==> config.mk <==
export PLATFORM = sky130hd
export DESIGN_NAME = input_port_controller
export DESIGN_NICKNAME = d
export VERILOG_FILES = /design/src/rtl/noc_pkg.sv /design/src/rtl/flit_fifo.sv /design/src/rtl/input_port_controller.sv
export SDC_FILE = /design/constraint.sdc
export NUM_CORES = 1
export LEC_CHECK = 0
export ABC_AREA = 1
export BUFFER_PORTS_ARGS = -buffer_cell sky130_fd_sc_hd__buf_2
export CAP_MARGIN = 20
export CELL_PAD_IN_SITES_DETAIL_PLACEMENT = 1
export CELL_PAD_IN_SITES_GLOBAL_PLACEMENT = 1
export CORE_MARGIN = 1.5
export CORE_UTILIZATION = 45
export CTS_BUF_LIST = sky130_fd_sc_hd__clkbuf_8 sky130_fd_sc_hd__clkbuf_16
export DETAILED_ROUTE_END_ITERATION = 8
export HOLD_SLACK_MARGIN = 0.06
export PLACE_DENSITY_LB_ADDON = 0.1
export SYNTH_ARGS = -nofsm -noshare
export SYNTH_HDL_FRONTEND = slang
export SYNTH_SLANG_ARGS = --single-unit
export TNS_END_PERCENT = 30
==> constraint.sdc <==
create_clock -name clk -period 4.7 [get_ports clk]
set_clock_uncertainty 0.1 [all_clocks]
set_input_delay 0.235 -clock clk [delete_from_list [all_inputs] [get_ports clk]]
set_output_delay 0.235 -clock clk [all_outputs]
set_load 0.05 [all_outputs]
==> src/rtl/noc_pkg.sv <==
`default_nettype none
// ============================================================================
// Module  : noc_pkg
// Brief   : Shared NoC router types: flit types, port indices, FSM states.
// Revision: 1.0
// ============================================================================
package noc_pkg;

  typedef enum logic [1:0] {
    FT_BODY      = 2'b00,
    FT_HEAD      = 2'b01,
    FT_TAIL      = 2'b10,
    FT_HEAD_TAIL = 2'b11
  } flit_type_e;

  localparam int P_N       = 0;
  localparam int P_S       = 1;
  localparam int P_W       = 2;
  localparam int P_E       = 3;
  localparam int P_L       = 4;
  localparam int NUM_PORTS = 5;

  localparam int ADDR_MSB = 7;
  localparam int ADDR_LSB = 0;

  typedef enum logic [1:0] {
    S_IDLE       = 2'd0,
    S_WAIT_GRANT = 2'd1,
    S_XFER       = 2'd2,
    S_RELEASE    = 2'd3
  } state_e;

  // Isolates the lowest set bit so a multi-bit grant picks the lowest port.
  function automatic logic [NUM_PORTS-1:0] lowest_set(input logic [NUM_PORTS-1:0] v);
    return v & (~v + {{(NUM_PORTS-1){1'b0}}, 1'b1});
  endfunction

endpackage
`default_nettype wire

==> src/rtl/flit_fifo.sv <==
`default_nettype none
// ============================================================================
// Module  : flit_fifo
// Brief   : Power-of-two flit FIFO with wrap-bit pointers; no push bypass.
// Revision: 1.0
// ============================================================================
module flit_fifo #(
  parameter int FLIT_W = 32,
  parameter int DEPTH  = 4
) (
  input  logic              clk,
  input  logic              reset,
  input  logic              push,
  input  logic [FLIT_W-1:0] push_data,
  input  logic              pop,
  output logic              full,
  output logic              empty,
  output logic [FLIT_W-1:0] head
);

  localparam int c_ADDR_W = $clog2(DEPTH);

  logic [FLIT_W-1:0] r_mem [DEPTH];
  logic [c_ADDR_W:0] r_wr_ptr;
  logic [c_ADDR_W:0] r_rd_ptr;
  logic              w_do_push;
  logic              w_do_pop;

  assign empty = (r_wr_ptr == r_rd_ptr);
  // Full when the low bits match but the wrap bits differ.
  assign full  = (r_wr_ptr[c_ADDR_W] != r_rd_ptr[c_ADDR_W]) &&
                 (r_wr_ptr[c_ADDR_W-1:0] == r_rd_ptr[c_ADDR_W-1:0]);
  assign head  = r_mem[r_rd_ptr[c_ADDR_W-1:0]];

  assign w_do_push = push && !full;
  assign w_do_pop  = pop && !empty;

  always_ff @(posedge clk or posedge reset) begin
    if (reset) begin
      r_wr_ptr <= '0;
      r_rd_ptr <= '0;
    end else begin
      if (w_do_push) r_wr_ptr <= r_wr_ptr + 1'b1;
      if (w_do_pop)  r_rd_ptr <= r_rd_ptr + 1'b1;
    end
  end

  always_ff @(posedge clk) begin
    if (w_do_push) r_mem[r_wr_ptr[c_ADDR_W-1:0]] <= push_data;
  end

endmodule
`default_nettype wire

==> src/rtl/input_port_controller.sv <==
`default_nettype none
// ============================================================================
// Module  : input_port_controller
// Brief   : Per-input-port requester: buffers flits, requests a next hop,
//           streams the granted packet to the crossbar, then releases.
// Revision: 1.0
// ============================================================================
module input_port_controller
  import noc_pkg::*;
#(
  parameter int FLIT_W = 32,
  parameter int DEPTH  = 4
) (
  input  logic              clk,
  input  logic              reset,
  input  logic [FLIT_W-1:0] flit_i,
  input  logic              flit_valid_i,
  output logic              flit_ready_o,
  output logic [7:0]        addr_header_o,
  output logic              nhr_write_o,
  input  logic [4:0]        grant_i,
  output logic [FLIT_W-1:0] xbar_flit_o,
  output logic              xbar_valid_o,
  output logic [4:0]        xbar_sel_o,
  input  logic              xbar_ready_i,
  output logic [4:0]        change_order_o,
  output logic              error_o
);

  state_e            r_state;
  state_e            w_next_state;
  logic [4:0]        r_sel;
  logic [4:0]        w_next_sel;
  logic              w_full;
  logic              w_empty;
  logic              w_pop;
  logic [FLIT_W-1:0] w_head;
  flit_type_e        w_head_type;

  flit_fifo #(
    .FLIT_W (FLIT_W),
    .DEPTH  (DEPTH)
  ) u_fifo (
    .clk       (clk),
    .reset     (reset),
    .push      (flit_valid_i),
    .push_data (flit_i),
    .pop       (w_pop),
    .full      (w_full),
    .empty     (w_empty),
    .head      (w_head)
  );

  assign w_head_type   = flit_type_e'(w_head[FLIT_W-1:FLIT_W-2]);
  assign flit_ready_o  = !w_full;
  assign addr_header_o = w_empty ? 8'h00 : w_head[ADDR_MSB:ADDR_LSB];
  assign xbar_sel_o    = r_sel;
  assign xbar_flit_o   = xbar_valid_o ? w_head : '0;

  always_ff @(posedge clk or posedge reset) begin
    if (reset) begin
      r_state <= S_IDLE;
      r_sel   <= '0;
    end else begin
      r_state <= w_next_state;
      r_sel   <= w_next_sel;
    end
  end

  always_comb begin
    w_next_state   = r_state;
    w_next_sel     = r_sel;
    w_pop          = 1'b0;
    nhr_write_o    = 1'b0;
    error_o        = 1'b0;
    xbar_valid_o   = 1'b0;
    change_order_o = '0;
    case (r_state)
      S_IDLE: begin
        if (!w_empty) begin
          if (w_head_type == FT_HEAD || w_head_type == FT_HEAD_TAIL) begin
            nhr_write_o  = 1'b1;
            w_next_state = S_WAIT_GRANT;
          end else begin
            // Orphan BODY/TAIL with no header: discard and flag it.
            w_pop   = 1'b1;
            error_o = 1'b1;
          end
        end
      end
      S_WAIT_GRANT: begin
        if (grant_i != 5'b0) begin
          w_next_sel   = lowest_set(grant_i);
          w_next_state = S_XFER;
        end
      end
      S_XFER: begin
        xbar_valid_o = !w_empty;
        if (xbar_valid_o && xbar_ready_i) begin
          w_pop = 1'b1;
          if (w_head_type == FT_TAIL || w_head_type == FT_HEAD_TAIL)
            w_next_state = S_RELEASE;
        end
      end
      S_RELEASE: begin
        change_order_o = r_sel;
        w_next_sel     = '0;
        w_next_state   = S_IDLE;
      end
      default: w_next_state = S_IDLE;
    endcase
  end

endmodule
`default_nettype wire

==> results.json, run 1 <==
{
  "vdd_drop_max_v": 0.000316,
  "number_of_vias_after_detailed_routing": 4159,
  "grt_setup_unrepaired": "no",
  "dominantRegCellSynth": "edfxtp_1",
  "cts.clk_slew.worst_paths_ns": 0.05,
  "synth.cells.most_frequent": "edfxtp_1 (128), nor2_1 (114), nand2_1 (68)",
  "timing.final.max_slew_violations": 0,
  "totalWireLength_um": 14300,
  "synthCells": 502,
  "leakage_nw": 3.06,
  "chipHeight_um": 117,
  "layout-drive-gt1-share_pct": 22.4,
  "status": "completed",
  "yosysTopAreaCell": "edfxtp_1",
  "htreeDepth": 4,
  "gp_routability_congestion": 0.772,
  "die_area_um2": 13800,
  "yosys_register_bits": 141,
  "critical_path_arrival_ns": 2.77,
  "final.setup.tns_ns": 0,
  "hpwlAfterDp_um": 8190,
  "nature_of_the_critical_path_startpoint": "flop",
  "combinational_family_with_the_most_area_after_synthesis": "simple AND/OR/NAND/NOR gates",
  "clkSinkCount": 141,
  "cts_root_cell": "clkbuf_16",
  "hold_viol": 0,
  "post-route-min-period_ns": 3.10,
  "endpoint_kind": "output port",
  "synth_warnings": 0,
  "port_buffers": 94,
  "syn_avg_cell_area_um2": 11.7,
  "worst-slew-pin-transition_ns": 0.747,
  "initial_utilization_pct": 46.4,
  "synth_compound_area_share_pct": 8.79,
  "synth_seq_area_share_pct": 71.0,
  "pin_count": 95,
  "cts_made_buffers": 17,
  "finalNetCount": 688,
  "hold_class": "input port to flop",
  "netlist_top_cells_area": "edfxtp_1 (65%), nor2_1 (7.3%), dfrtp_1 (5.5%)",
  "die_width_um": 117,
  "cts-root-to-sink-buffers": 2,
  "synth_cell_types": 24,
  "synth_edf_count": 128,
  "floorplan.rows": 41,
  "global_route.overflow_total": 0,
  "n_antenna_cell": 0,
  "async_flop_share_pct": 9.22,
  "track_usage_pct": 22.3,
  "final.hold.worst_slack_ns": 0.175,
  "criticalPathCategory": "flop to output port",
  "final.fill_count": 1332,
  "grt_antenna_before_repair": 0,
  "postLayoutCoreUtil_pct": 59.8,
  "netlist.area_leader.share_pct": 65.4,
  "worst-path-max-fanout": 64,
  "via_per_instance_ratio": 5.05,
  "synth-xor-area-share_pct": 0.447,
  "setup_viol": 0,
  "first_iteration_detailed_routing_drc_count": 242,
  "worst_skew_pair.late_latency_ns": 0.41,
  "timing.critical_path.required_ns": 4.37,
  "post_drt_wl_per_cell_um": 17.4,
  "synth_nets": 552,
  "synthMostInstantiatedCell": "edfxtp_1",
  "synthAdderAreaFrac_pct": 1.92,
  "drtPass1Iterations": 4,
  "floorplan.core_area_um2": 12700,
  "drc": 0,
  "maximum_number_of_pins_on_one_net_before_global_route_repair": 68,
  "placedInstanceArea_um2": 6530,
  "area.growth.synth_to_final_pct": 28.9,
  "grt_first_pass_wirelength_um": 22200,
  "achievable-frequency_mhz": 322,
  "postRouteAntennaNets": 0,
  "relSlewSlack_pct": 50.2,
  "synth.cell_area_um2": 5880,
  "synthMuxAreaShare_pct": 0,
  "maxCapViolations": 0,
  "finalPower_mw": 5.70,
  "first_global_vias": 4356,
  "power_dens_cells_nw_per_um2": 753,
  "fraction_of_the_cycle_the_final_worst_path_needs_pct": 66.0,
  "tritoncts": "done",
  "finalInstanceArea_um2": 7570,
  "share_of_synthesized_cell_area_in_and_or_nand_and_nor_gates_pct": 14.1
}
## per-layer routing
layer	up-vias	share of wire [%]	global-route usage, %
met2	98	53	39.4
li1	2001	-	-
met5	-	0	0
met4	0	1.2	9.32
met3	13	3.8	4.79
met1	2047	42	26.4
## stage by stage
| step | std cells | setup slack (ns) |
|---|---|---|
| 6_report | 823 | 1.60 |
| 3_3_place_gp | 749 | 2.06 |
| 5_1_grt | 823 | 1.35 |
| 4_1_cts | 821 | 1.55 |
| 3_5_place_dp | 750 | 2.00 |
| 2_1_floorplan | 502 | 1.67 |
## sequential cells by signal, summed over array words and instances (netlist names)
| signal | flops |
|---|---|
| u_fifo.r_rd_ptr | 3 |
| u_fifo.r_wr_ptr | 3 |
| r_state | 2 |
| xbar_sel_o | 5 |
| u_fifo.r_mem | 128 |
## timing repair
action                     in CTS  in global routing
hold buffers                   39                  0
hold endpoints to repair      146                  0
setup endpoints to repair       0                  0
buffers inserted                0                  0
resized for setup               0                  0
## power breakdown
| group | internal (mW) | leakage [nW] | switching (mW) |
|---|---|---|---|
| clock network | 0.875 | 0.296 | 0.490 |
| registers | 1.68 | 1.33 | 0.0975 |
| logic | 0.612 | 1.43 | 1.94 |
## logic make-up (layout without fill, tap and decap cells)
group / after synthesis / after routing
and+or+nand+nor: 202 / 202
DFF: 141 / 141
AOI/OAI and AO/OA: 93 / 93
buffers and inverters: 54 / 203
adders and majority gates: 9 / 9
xor gates and xnor gates: 3 / 3
## worst max-delay path: stages, from the launching register on
cell	delay [ns]
dfrtp_2	0.41
inv_2	0.05
buf_4	0.47
nand2_1	0.13
nand2_2	0.13
nand3_4	0.12
nand2_2	0.57
a21oi_1	0.19
buf_2	0.27
## cell usage in the layout (no fill, tap or decap), types with 3 or more instances in the layout
cell type / n
a32o_1: 8
dfrtp_1: 12
a21oi_1: 32
o21ai_1: 6
bufinv_16: 4
buf_2: 94
nand3_1: 9
edfxtp_1: 128
clkinv_1: 5
dlygate4sd3_1: 39
nand2_2: 6
nand2_1: 68
inv_1: 29
nor2_1: 111
nor2_4: 4
clkbuf_16: 17
o21ai_0: 45
ha_1: 9
buf_4: 5
xor2_1: 3
## path summary, 6_finish.rpt
path,endpoint,from,slack (ns),depth (start not counted)
max,xbar_flit_o[20],u_fifo.r_rd_ptr[0]$_DFFE_PP0P_,1.60,8
min,u_fifo.r_rd_ptr[1]$_DFFE_PP0P_,xbar_ready_i,0.18,4
max reg2reg,u_fifo.r_mem[3][24]$_DFFE_PP_,u_fifo.r_rd_ptr[0]$_DFFE_PP0P_,2.10,8
min reg2reg,u_fifo.r_wr_ptr[2]$_DFFE_PP0P_,u_fifo.r_wr_ptr[2]$_DFFE_PP0P_,0.40,1
max in group asynchronous,u_fifo.r_rd_ptr[0]$_DFFE_PP0P_,reset,3.80,3
min in group asynchronous,xbar_sel_o[4]$_DFFE_PP0P_,reset,0.32,3
## area by class of cell
type | count | area (µm²) | share of cell area [%]
well taps | 172 | 215 | 2.84
inverters | 30 | 113 | 1.49
flip-flops and latches | 141 | 4170 | 55.1
repair buffers | 141 | 966 | 12.8
multi-input cells | 307 | 1500 | 19.9
clock inverters | 15 | 178 | 2.35
clock buffers | 17 | 425 | 5.62
No activity file was read; power rests on OpenSTA's default activity.
==> run 2, diff against run 1 <==
- clock period: 4.7 -> 3 ns (I/O delays scaled with it)
==> results.json, run 2 (synthesis results as in run 1) <==
{
  "worst-slew-pin-transition_ns": 0.742,
  "cts_made_buffers": 17,
  "pin_count": 95,
  "cp_num_buf_inv": 2,
  "post_drt_wl_per_cell_um": 17.7,
  "initial_utilization_pct": 46.4,
  "setup_viol": 0,
  "n_antenna_cell": 0,
  "vdd_drop_max_v": 0.000607,
  "totalWireLength_um": 14600,
  "fraction_of_the_cycle_the_final_worst_path_needs_pct": 85.9,
  "drc": 0,
  "htreeDepth": 4,
  "cts-root-to-sink-buffers": 2,
  "endpoint_kind": "output port",
  "postLayoutCoreUtil_pct": 59.6,
  "maximum_number_of_pins_on_one_net_before_global_route_repair": 64,
  "fin_ws_ns": 0.424,
  "final_common_cell": "edfxtp_1",
  "hold_class": "input port to flop",
  "max_ffs_per_register": 128,
  "critical_path.most_common_cell": "nand2_2",
  "cts.clk_slew.worst_paths_ns": 0.06,
  "die_width_um": 117,
  "grt_first_pass_wirelength_um": 22600,
  "clkSinkCount": 141,
  "cpLargestDelayFamily": "simple AND/OR/NAND/NOR gates",
  "worst-path-max-fanout": 32,
  "hpwlAfterDp_um": 8780,
  "relSlewSlack_pct": 50.4,
  "cp_cell_sequence": "inv_1, nand2_1, nand2_2, nand3_4, nand2_2, a21oi_1, buf_2",
  "drtPass1Iterations": 4,
  "grt_setup_unrepaired": "no",
  "gp_routability_congestion": 0.797,
  "power_dens_cells_nw_per_um2": 1180,
  "first_iteration_detailed_routing_drc_count": 216,
  "cp_slowest_stage_delay_ns": 0.43,
  "track_usage_pct": 22.5,
  "criticalPathCategory": "flop to output port",
  "critical_path_arrival_ns": 2.33,
  "area.growth.synth_to_final_pct": 28.6,
  "preCtsSetupSlack_ns": 0.840,
  "worst_skew_pair.late_latency_ns": 0.41,
  "number_of_vias_after_detailed_routing": 4239,
  "global_route.overflow_total": 0,
  "status": "completed",
  "final.fill_count": 1368,
  "post-route-min-period_ns": 2.58,
  "floorplan.rows": 41,
  "timing.critical_path.required_ns": 2.75,
  "floorplan.core_area_um2": 12700,
  "finalNetCount": 693,
  "leakage_nw": 3.07,
  "grt_antenna_before_repair": 0,
  "maxCapViolations": 0,
  "port_buffers": 94,
  "r2r_setup_slack_ns": 0.85,
  "tritoncts": "done",
  "layout-drive-gt1-share_pct": 23.2,
  "place.detailed.instances": 756,
  "total_setup_buffers_inserted_after_cts": 0,
  "cts_root_cell": "clkbuf_16",
  "via_per_instance_ratio": 5.12,
  "finish.cell_count_without_fillers": 828,
  "chipHeight_um": 117,
  "layout_common_cells": "edfxtp_1 (128), nor2_1 (111), buf_2 (94)",
  "crit_slowest_cell": "nand2_2",
  "first_global_vias": 4435,
  "hold_viol": 0,
  "die_area_um2": 13800,
  "nature_of_the_critical_path_startpoint": "flop",
  "achievable-frequency_mhz": 388,
  "timing.final.max_slew_violations": 0,
  "postRouteAntennaNets": 0
}
-- run 2: changes by cell type in the layout (fill, tap and decap cells not counted), sizes merged --
cell	previous run	this run
buf	102	106
clkinvlp	1	3
dlygate4sd3	39	40
bufinv	4	3
clkinv	8	7
-- run 2: tightest hold or removal path, cell delays in order --
cell	delay [ns]
buf_2	0.10
nand2_2	0.18
nor2_1	0.14
a21oi_1	0.05
-- run 2: area by class of cell --
type	count	area [µm²]	area share, %
clock buffers	17	425	5.63
clock inverters	15	156	2.07
inverters	30	113	1.49
multi-input cells	307	1500	19.9
flip-flops and latches	141	4170	55.2
well taps	172	215	2.85
repair buffers	146	973	12.9
-- run 2: metrics by stage --
stage	hold WS [ns]	power, mW	TNS [ns]	instance area, µm²
2_1_floorplan	-0.0730	5.74	-3.08	5880
4_1_cts	0.133	8.96	0	7560
3_3_place_gp	0.124	6.70	0	6580
6_report	0.158	8.89	0	7560
5_1_grt	0.180	9.37	0	7560
3_5_place_dp	0.129	6.82	0	6580
-- run 2: where the power goes --
group          total, mW  internal, mW  switching [mW]
combinational       4.04         0.958            3.09
sequential          2.79          2.64           0.150
clock               2.06          1.29           0.768
-- run 2: path summary, 6_finish.rpt --
path,end,start,cells past startpoint
setup reg to reg,u_fifo.r_mem[3][12]$_DFFE_PP_,u_fifo.r_wr_ptr[0]$_DFFE_PP0P_,7
max in group asynchronous,u_fifo.r_rd_ptr[0]$_DFFE_PP0P_,reset,3
min in group asynchronous,xbar_sel_o[1]$_DFFE_PP0P_,reset,3
hold reg to reg,u_fifo.r_wr_ptr[2]$_DFFE_PP0P_,u_fifo.r_wr_ptr[2]$_DFFE_PP0P_,1
setup / recovery,xbar_flit_o[20],u_fifo.r_wr_ptr[0]$_DFFE_PP0P_,7
hold / removal,u_fifo.r_wr_ptr[1]$_DFFE_PP0P_,flit_valid_i,4
-- run 2: repair_timing --
action                    in CTS  in global routing
hold endpoints to repair     147                  0
resized for setup              0                  0
hold buffers                  40                  0
-- run 2: layer usage --
| metal | track usage, % | share of wire, % | vias to the layer above |
|---|---|---|---|
| li1 | - | - | 2017 |
| met1 | 26.6 | 43 | 2111 |
| met2 | 40.4 | 53 | 101 |
| met3 | 5.51 | 3.4 | 10 |
| met4 | 7.55 | 0.66 | 0 |
| met5 | 0 | 0 | - |
